`src/rtl/rv_instr_encoder_pkg.sv`:
```
// +----------------------------------------------------------------------------+
// | rv_pkg : function codes, opcodes and encoder states shared with decoder    |
// | Revision: 1.0                                                              |
// +----------------------------------------------------------------------------+
`timescale 1ns/1ps
`default_nettype none

package rv_pkg;

    localparam logic [3:0] FN_ADD  = 4'd0;
    localparam logic [3:0] FN_SUB  = 4'd1;
    localparam logic [3:0] FN_ADDI = 4'd2;
    localparam logic [3:0] FN_MUL  = 4'd3;
    localparam logic [3:0] FN_DIV  = 4'd4;
    localparam logic [3:0] FN_REM  = 4'd5;
    localparam logic [3:0] FN_SLL  = 4'd6;
    localparam logic [3:0] FN_SRL  = 4'd7;
    localparam logic [3:0] FN_AND  = 4'd8;
    localparam logic [3:0] FN_OR   = 4'd9;
    localparam logic [3:0] FN_XOR  = 4'd10;
    localparam logic [3:0] FN_LW   = 4'd11;
    localparam logic [3:0] FN_SW   = 4'd12;
    localparam logic [3:0] FN_BEQ  = 4'd13;
    localparam logic [3:0] FN_BNE  = 4'd14;
    localparam logic [3:0] FN_RET  = 4'd15;

    localparam logic [6:0] OP_R   = 7'b0110011;
    localparam logic [6:0] OP_I   = 7'b0010011;
    localparam logic [6:0] OP_LW  = 7'b0000011;
    localparam logic [6:0] OP_S   = 7'b0100011;
    localparam logic [6:0] OP_B   = 7'b1100011;
    localparam logic [6:0] OP_SYS = 7'b1110011;

    localparam logic [2:0] F3_ADD = 3'b000;
    localparam logic [2:0] F3_SLL = 3'b001;
    localparam logic [2:0] F3_LW  = 3'b010;
    localparam logic [2:0] F3_XOR = 3'b100;
    localparam logic [2:0] F3_SRL = 3'b101;
    localparam logic [2:0] F3_OR  = 3'b110;
    localparam logic [2:0] F3_AND = 3'b111;
    localparam logic [2:0] F3_DIV = 3'b100;
    localparam logic [2:0] F3_REM = 3'b110;
    localparam logic [2:0] F3_BEQ = 3'b000;
    localparam logic [2:0] F3_BNE = 3'b001;

    localparam logic [6:0] F7_BASE = 7'b0000000;
    localparam logic [6:0] F7_SUB  = 7'b0100000;
    localparam logic [6:0] F7_MUL  = 7'b0000001;

    localparam logic [31:0] RET_WORD = 32'h0000_0073;

    typedef logic [1:0] enc_state_t;
    localparam enc_state_t ST_IDLE  = 2'd0;
    localparam enc_state_t ST_LOAD  = 2'd1;
    localparam enc_state_t ST_DRAIN = 2'd2;
    localparam enc_state_t ST_DONE  = 2'd3;

endpackage

`default_nettype wire

```
`src/rtl/rv_instr_encoder_fifo.sv`:
```
// +----------------------------------------------------------------------------+
// | sync_fifo : single-clock FIFO with full/empty flags                        |
// | Revision: 1.0                                                              |
// +----------------------------------------------------------------------------+
`timescale 1ns/1ps
`default_nettype none

module sync_fifo #(
    parameter int WIDTH = 32,
    parameter int DEPTH = 4
) (
    input  logic             clk,
    input  logic             rst_n,
    input  logic             push,
    input  logic [WIDTH-1:0] wdata,
    input  logic             pop,
    output logic [WIDTH-1:0] rdata,
    output logic             full,
    output logic             empty
);

    localparam int AW = $clog2(DEPTH);

    logic [WIDTH-1:0] r_mem [DEPTH];
    logic [AW:0]      r_wr_ptr;
    logic [AW:0]      r_rd_ptr;

    // Extra pointer MSB distinguishes full from empty when the indices match.
    assign empty = (r_wr_ptr == r_rd_ptr);
    assign full  = (r_wr_ptr[AW] != r_rd_ptr[AW]) &&
                   (r_wr_ptr[AW-1:0] == r_rd_ptr[AW-1:0]);
    assign rdata = r_mem[r_rd_ptr[AW-1:0]];

    always_ff @(posedge clk or negedge rst_n) begin
        if (!rst_n) begin
            r_wr_ptr <= '0;
            r_rd_ptr <= '0;
        end else begin
            if (push && !full) begin
                r_mem[r_wr_ptr[AW-1:0]] <= wdata;
                r_wr_ptr                <= r_wr_ptr + 1'b1;
            end
            if (pop && !empty) begin
                r_rd_ptr <= r_rd_ptr + 1'b1;
            end
        end
    end

endmodule

`default_nettype wire

```
`src/rtl/rv_instr_encoder.sv`:
```
// +----------------------------------------------------------------------------+
// | rv_instr_encoder : Function code + fields -> RV32 words, streamed to imem  |
// | Revision: 1.0                                                              |
// +----------------------------------------------------------------------------+
`timescale 1ns/1ps
`default_nettype none

module rv_instr_encoder
    import rv_pkg::*;
#(
    parameter int ADDR_W = 32,
    parameter int DEPTH  = 4,
    parameter int ERR_W  = 8
) (
    input  logic              clk,
    input  logic              rst_n,
    input  logic              start,
    input  logic [ADDR_W-1:0] start_addr,
    input  logic              in_valid,
    output logic              in_ready,
    input  logic [3:0]        in_func,
    input  logic [4:0]        in_rd,
    input  logic [4:0]        in_rs1,
    input  logic [4:0]        in_rs2,
    input  logic [31:0]       in_imm,
    output logic              imem_we,
    input  logic              imem_ready,
    output logic [ADDR_W-1:0] imem_addr,
    output logic [31:0]       imem_wdata,
    output logic              busy,
    output logic              done,
    output logic              err_pulse,
    output logic [ERR_W-1:0]  err_cnt,
    output logic [ADDR_W-1:0] word_count
);

    enc_state_t        r_state;
    logic [ADDR_W-1:0] r_addr;
    logic [ADDR_W-1:0] r_word_count;
    logic [ERR_W-1:0]  r_err_cnt;
    logic              r_err_pulse;

    logic [31:0] w_word;
    logic        w_legal;
    logic        w_i_ok;
    logic        w_b_ok;
    logic        w_accept;
    logic        w_push;
    logic        w_pop;
    logic        w_full;
    logic        w_empty;
    logic [31:0] w_head;
    logic        w_active;

    assign w_i_ok = (in_imm[31:11] == {21{in_imm[11]}});
    assign w_b_ok = (in_imm[31:12] == {20{in_imm[12]}}) && !in_imm[0];

    always_comb begin
        w_word  = '0;
        w_legal = 1'b1;
        case (in_func)
            FN_ADD:  w_word = {F7_BASE, in_rs2, in_rs1, F3_ADD, in_rd, OP_R};
            FN_SUB:  w_word = {F7_SUB,  in_rs2, in_rs1, F3_ADD, in_rd, OP_R};
            FN_MUL:  w_word = {F7_MUL,  in_rs2, in_rs1, F3_ADD, in_rd, OP_R};
            FN_DIV:  w_word = {F7_MUL,  in_rs2, in_rs1, F3_DIV, in_rd, OP_R};
            FN_REM:  w_word = {F7_MUL,  in_rs2, in_rs1, F3_REM, in_rd, OP_R};
            FN_SLL:  w_word = {F7_BASE, in_rs2, in_rs1, F3_SLL, in_rd, OP_R};
            FN_SRL:  w_word = {F7_BASE, in_rs2, in_rs1, F3_SRL, in_rd, OP_R};
            FN_AND:  w_word = {F7_BASE, in_rs2, in_rs1, F3_AND, in_rd, OP_R};
            FN_OR:   w_word = {F7_BASE, in_rs2, in_rs1, F3_OR,  in_rd, OP_R};
            FN_XOR:  w_word = {F7_BASE, in_rs2, in_rs1, F3_XOR, in_rd, OP_R};
            FN_ADDI: begin
                w_word  = {in_imm[11:0], in_rs1, F3_ADD, in_rd, OP_I};
                w_legal = w_i_ok;
            end
            FN_LW: begin
                w_word  = {in_imm[11:0], in_rs1, F3_LW, in_rd, OP_LW};
                w_legal = w_i_ok;
            end
            FN_SW: begin
                w_word  = {in_imm[11:5], in_rs2, in_rs1, F3_LW, in_imm[4:0], OP_S};
                w_legal = w_i_ok;
            end
            FN_BEQ, FN_BNE: begin
                w_word  = {in_imm[12], in_imm[10:5], in_rs2, in_rs1,
                           (in_func == FN_BNE) ? F3_BNE : F3_BEQ,
                           in_imm[4:1], in_imm[11], OP_B};
                w_legal = w_b_ok;
            end
            FN_RET:  w_word = RET_WORD;
            default: w_word = '0;
        endcase
    end

    assign w_active = (r_state == ST_LOAD) || (r_state == ST_DRAIN);
    assign in_ready = (r_state == ST_LOAD) && !w_full;
    assign w_accept = in_valid && in_ready;
    assign w_push   = w_accept && w_legal;
    assign imem_we  = w_active && !w_empty;
    assign w_pop    = imem_we && imem_ready;

    sync_fifo #(
        .WIDTH (32),
        .DEPTH (DEPTH)
    ) u_fifo (
        .clk   (clk),
        .rst_n (rst_n),
        .push  (w_push),
        .wdata (w_word),
        .pop   (w_pop),
        .rdata (w_head),
        .full  (w_full),
        .empty (w_empty)
    );

    // Storage is not cleared by reset, so mask the head when nothing is pending.
    assign imem_wdata = imem_we ? w_head : 32'h0;
    assign imem_addr  = r_addr;
    assign busy       = w_active;
    assign done       = (r_state == ST_DONE);
    assign err_pulse  = r_err_pulse;
    assign err_cnt    = r_err_cnt;
    assign word_count = r_word_count;

    always_ff @(posedge clk or negedge rst_n) begin
        if (!rst_n) begin
            r_state      <= ST_IDLE;
            r_addr       <= '0;
            r_word_count <= '0;
            r_err_cnt    <= '0;
            r_err_pulse  <= 1'b0;
        end else begin
            r_err_pulse <= w_accept && !w_legal;
            if (w_accept && !w_legal && (r_err_cnt != {ERR_W{1'b1}})) begin
                r_err_cnt <= r_err_cnt + ERR_W'(1);
            end

            if (w_pop) begin
                r_addr       <= r_addr + ADDR_W'(4);
                r_word_count <= r_word_count + ADDR_W'(1);
            end

            case (r_state)
                ST_IDLE, ST_DONE: begin
                    if (start) begin
                        r_state      <= ST_LOAD;
                        r_addr       <= start_addr;
                        r_word_count <= '0;
                    end
                end
                ST_LOAD: begin
                    if (w_accept && (in_func == FN_RET)) begin
                        r_state <= ST_DRAIN;
                    end
                end
                ST_DRAIN: begin
                    if (w_empty) begin
                        r_state <= ST_DONE;
                    end
                end
                default: r_state <= ST_IDLE;
            endcase
        end
    end

endmodule

`default_nettype wire

```
`config.mk`:
```
export PLATFORM = sky130hd
export DESIGN_NAME = rv_instr_encoder
export DESIGN_NICKNAME = d
export VERILOG_FILES = /design/src/rtl/rv_instr_encoder_pkg.sv /design/src/rtl/rv_instr_encoder_fifo.sv /design/src/rtl/rv_instr_encoder.sv
export SDC_FILE = /design/constraint.sdc
export NUM_CORES = 1
export LEC_CHECK = 0
export BUFFER_PORTS_ARGS = -buffer_cell sky130_fd_sc_hd__buf_4
export CORE_ASPECT_RATIO = 1.75
export CORE_MARGIN = 2
export CORE_UTILIZATION = 45
export DETAILED_ROUTE_END_ITERATION = 7
export PLACE_DENSITY = 0.71
export SYNTH_ARGS = -nofsm -noshare
export SYNTH_HDL_FRONTEND = slang
export SYNTH_SLANG_ARGS = --single-unit
```
`constraint.sdc`:
```
create_clock -name clk -period 2.87 [get_ports clk]
set_input_delay 0.861 -clock clk [delete_from_list [all_inputs] [get_ports clk]]
set_output_delay 0.861 -clock clk [all_outputs]
set_load 0.02 [all_outputs]
```
==> impl_results.md <==
* Worst reg-to-reg path cell count at 8
* Worst-path cell chain: buf_12, mux4_2, and2_4, buf_6
* Die X at ~110 um
* Reg clk slew, reported paths at around 0.07 ns
* Cells after synthesis at 748
* Combinational group share of total power at 0.463
* Max Slew Vio Count at 0
* Peak fanout along the critical path at 15
* Final critical-path required period at 2.84 ns
* Vias in the first global route at about 6800
* Slew HR at 0.524
* DRT iter0 DRCs at just over 400
* CP endpoint kind: output pin
* IO Port Bufs at roughly 190
* Tightest Pin Transition at 0.703 ns
* Total CTS buffers at 17
* Ys Warns at 0
* Row count at a little under 70
* Die height at 193 um
* Synthesized area at slightly above 9000 um^2
* Avg WL per Cell at around 18 um
* Worst-Skew Late Latency at 0.43 ns
* CP arrival at a little under 2 ns
* First drt pass iteration count at 4
* RR Startpoint: r_state[0]
* F_max at about 0.35 GHz
* CP top delay family: multiplexers
* Initial core utilization at 0.455
* Largest net degree at the start of global routing at 42
* Final #Nets at 1077
* Dpl hpwl at about 16000 um
* Run status: completed
* Fin util at 0.599
* Asr flop ratio synth at 0.420
* Drt drc at 0
* CTS tree: built
* CTS H-Tree Depth at 4
* Syn avg cell area at ~12 um^2
* Global-route wire length before repair at 34100 um
* Worst vdd ir at between 0.5 and 0.6 mV
* Max Cap Viol at 0
* HP Class: in2async
* PD cells at 939 nW/um^2
* Share of cells above drive strength 1 at 0.359
* Post-Layout Cell Count at 1238
* Flop-to-flop setup slack at ~0.5 ns
* Antenna-violating nets left at 0
* Clock root cell: clkbuf_16
* Critical setup path kind: reg2out
* Post-synthesis sequential area ratio at 0.586
* CTS Hold Bufs at 0
* Period Utilization, post-route at 0.990
* Register bit total from synthesis at between 150 and 200
* Most frequent cell after synthesis: edfxtp_1
* Switching pwr at 4.20 mW
* P_int at 7.16 mW
* Die ar. at between 20000 and 25000 um^2
* Post-synth EDFFs at between 100 and 150
* Leak at 4.89 nW
* Final Total Pwr at between 10 and 15 mW
* Via count at around 6700
* Total congestion overflow at 0
* Yosys cell types at 58
* Predominant post-synthesis flop cell: edfxtp_1
* Worst EP required at about 2 ns
* Clock Path Buffers at 2
* Sequential power share at 0.330
* Slowest cell on crit path: mux4_2
* Antenna violations before repair at 0
* Endpoints failing setup at 0
* Switching part of the total at 0.370
* Top Ports at slightly below 200
* Synth area leader: edfxtp_1
* GRT Overall Usage at 0.205
* Placer congestion estimate at 0.844
* Post-synth top area share at 0.366
* Final hold vios at 0
* RSZ-0062 raised after global routing: yes
* Worst Skew at 0.00787 ns
* Antenna diode count at 0
* Slowest stage delay, CP at 0.56 ns
* Vias/cell at roughly 5.4
* Clock share of power at 0.207
* Worst Path Buf+Inv at 2
* Crit start category: flop
* Core area at ~20000 um^2
* Clock Sink Count at just under 200
* Worst-case hold slack at roughly 0.34 ns
* Drt total wl at 22000 um
* Top cells by area, synth: edfxtp_1, dfrtp_1, mux4_2
* Worst reg2reg endpoint: imem_addr[31]
* Synth top cells by count: edfxtp_1, dfrtp_1, nand2_1
* Placed Instances at ~1200
* Layout area overhead at 31.6%
[layer usage]
metal / up-vias / GRT usage / wire (um)
met2: 189 / 0.400 / 12600
li1: 3177 / - / -
met1: 3267 / 0.210 / 7840
met4: 0 / 0.0896 / 686
met5: - / 0 / 0
met3: 39 / 0.0391 / 903
[sequential cells by signal (all words and copies together) (netlist names)]
register	flops
u_fifo.r_mem	112
imem_addr	32
word_count	32
err_cnt	8
u_fifo.r_rd_ptr	3
u_fifo.r_wr_ptr	3
r_state	2
err_pulse	1
[worst max-delay path by stage]
stage	slack (ns)	from	cells after the start	endpoint
floorplan	-0.15	in_func[0]	8	u_fifo.r_mem[0][10]
finish	0.03	u_fifo.r_rd_ptr[0]	4	imem_wdata[20]
detailed placement	-0.37	in_imm[31]	9	u_fifo.r_mem[3][26]
global placement	-0.35	in_imm[31]	9	u_fifo.r_mem[3][28]
global route	-0.04	u_fifo.r_rd_ptr[0]	4	imem_wdata[24]
CTS	-0.02	u_fifo.r_rd_ptr[0]	4	imem_wdata[20]
[layout by cell type (no fill, tap or decap), types with 3 or more instances in the layout]
master       n
a21oi_1     14
a22o_1       9
a31oi_1      3
and2_1      19
and2_4      19
and3_1      12
and3_4       4
and4_1       5
buf_12       9
buf_4      225
buf_6       15
clkbuf_16   17
dfrtp_1     80
edfxtp_1   112
ha_1        10
inv_1       15
inv_2        3
inv_6        5
mux2_2       4
mux2i_1      3
mux4_2      28
nand2_1     76
nand2b_1     4
nand3_1     26
nand4_1     16
nor2_1      48
nor3_1      24
nor4_1      11
o21ai_0     45
or3_1        6
xnor2_1     39
xor2_1      33
[power by group through the flow]
stage	logic [mW]	registers, mW	clock network (mW)
after floorplan	2.51	4.03	0
after global placement	4.77	3.77	0
after detailed placement	4.82	3.79	0
after CTS	5.03	3.75	2.40
after global routing	5.68	3.81	2.50
final	5.26	3.75	2.35
[layout make-up]
type | instances | area [um^2]
clock buffers | 18 | 429
clock inverters | 13 | 148
fillers | 1682 | 8100
inverters | 18 | 67.6
multi-input cells | 498 | 3690
flip-flops and latches | 193 | 5390
well taps | 248 | 310
repair buffers | 250 | 2070
[cells by family (layout without fill, tap and decap cells)]
logic type,Yosys count,after routing,synth area share
AOI/OAI and AO/OA,86,86,0.0573
xor gates and xnor gates,73,73,0.0695
adders and majority gates,11,11,0.0150
buffers and inverters,58,299,0.0276
DFF,193,193,0.586
muxes,36,36,0.0780
other,1,2,0.000408
and+or+nand+nor,290,290,0.166
[what timing repair did]
item | CTS | global route
gates resized for setup | 11 | 32
gates cloned | 1 | 0
buffers inserted | 1 | 1
pin swaps | 4 | 1
endpoints found under the setup margin | 31 | 57
[stage by stage]
step | area, um^2 | TNS, ns | worst slack [ns]
2_1_floorplan | 9260 | -16.74 | -0.152
3_3_place_gp | 11300 | -40.26 | -0.345
3_5_place_dp | 11300 | -43.49 | -0.368
4_1_cts | 12000 | -0.0331 | -0.0153
5_1_grt | 12100 | -0.237 | -0.0446
6_report | 12100 | 0 | 0.0298
(Power assumes the default switching activity.)
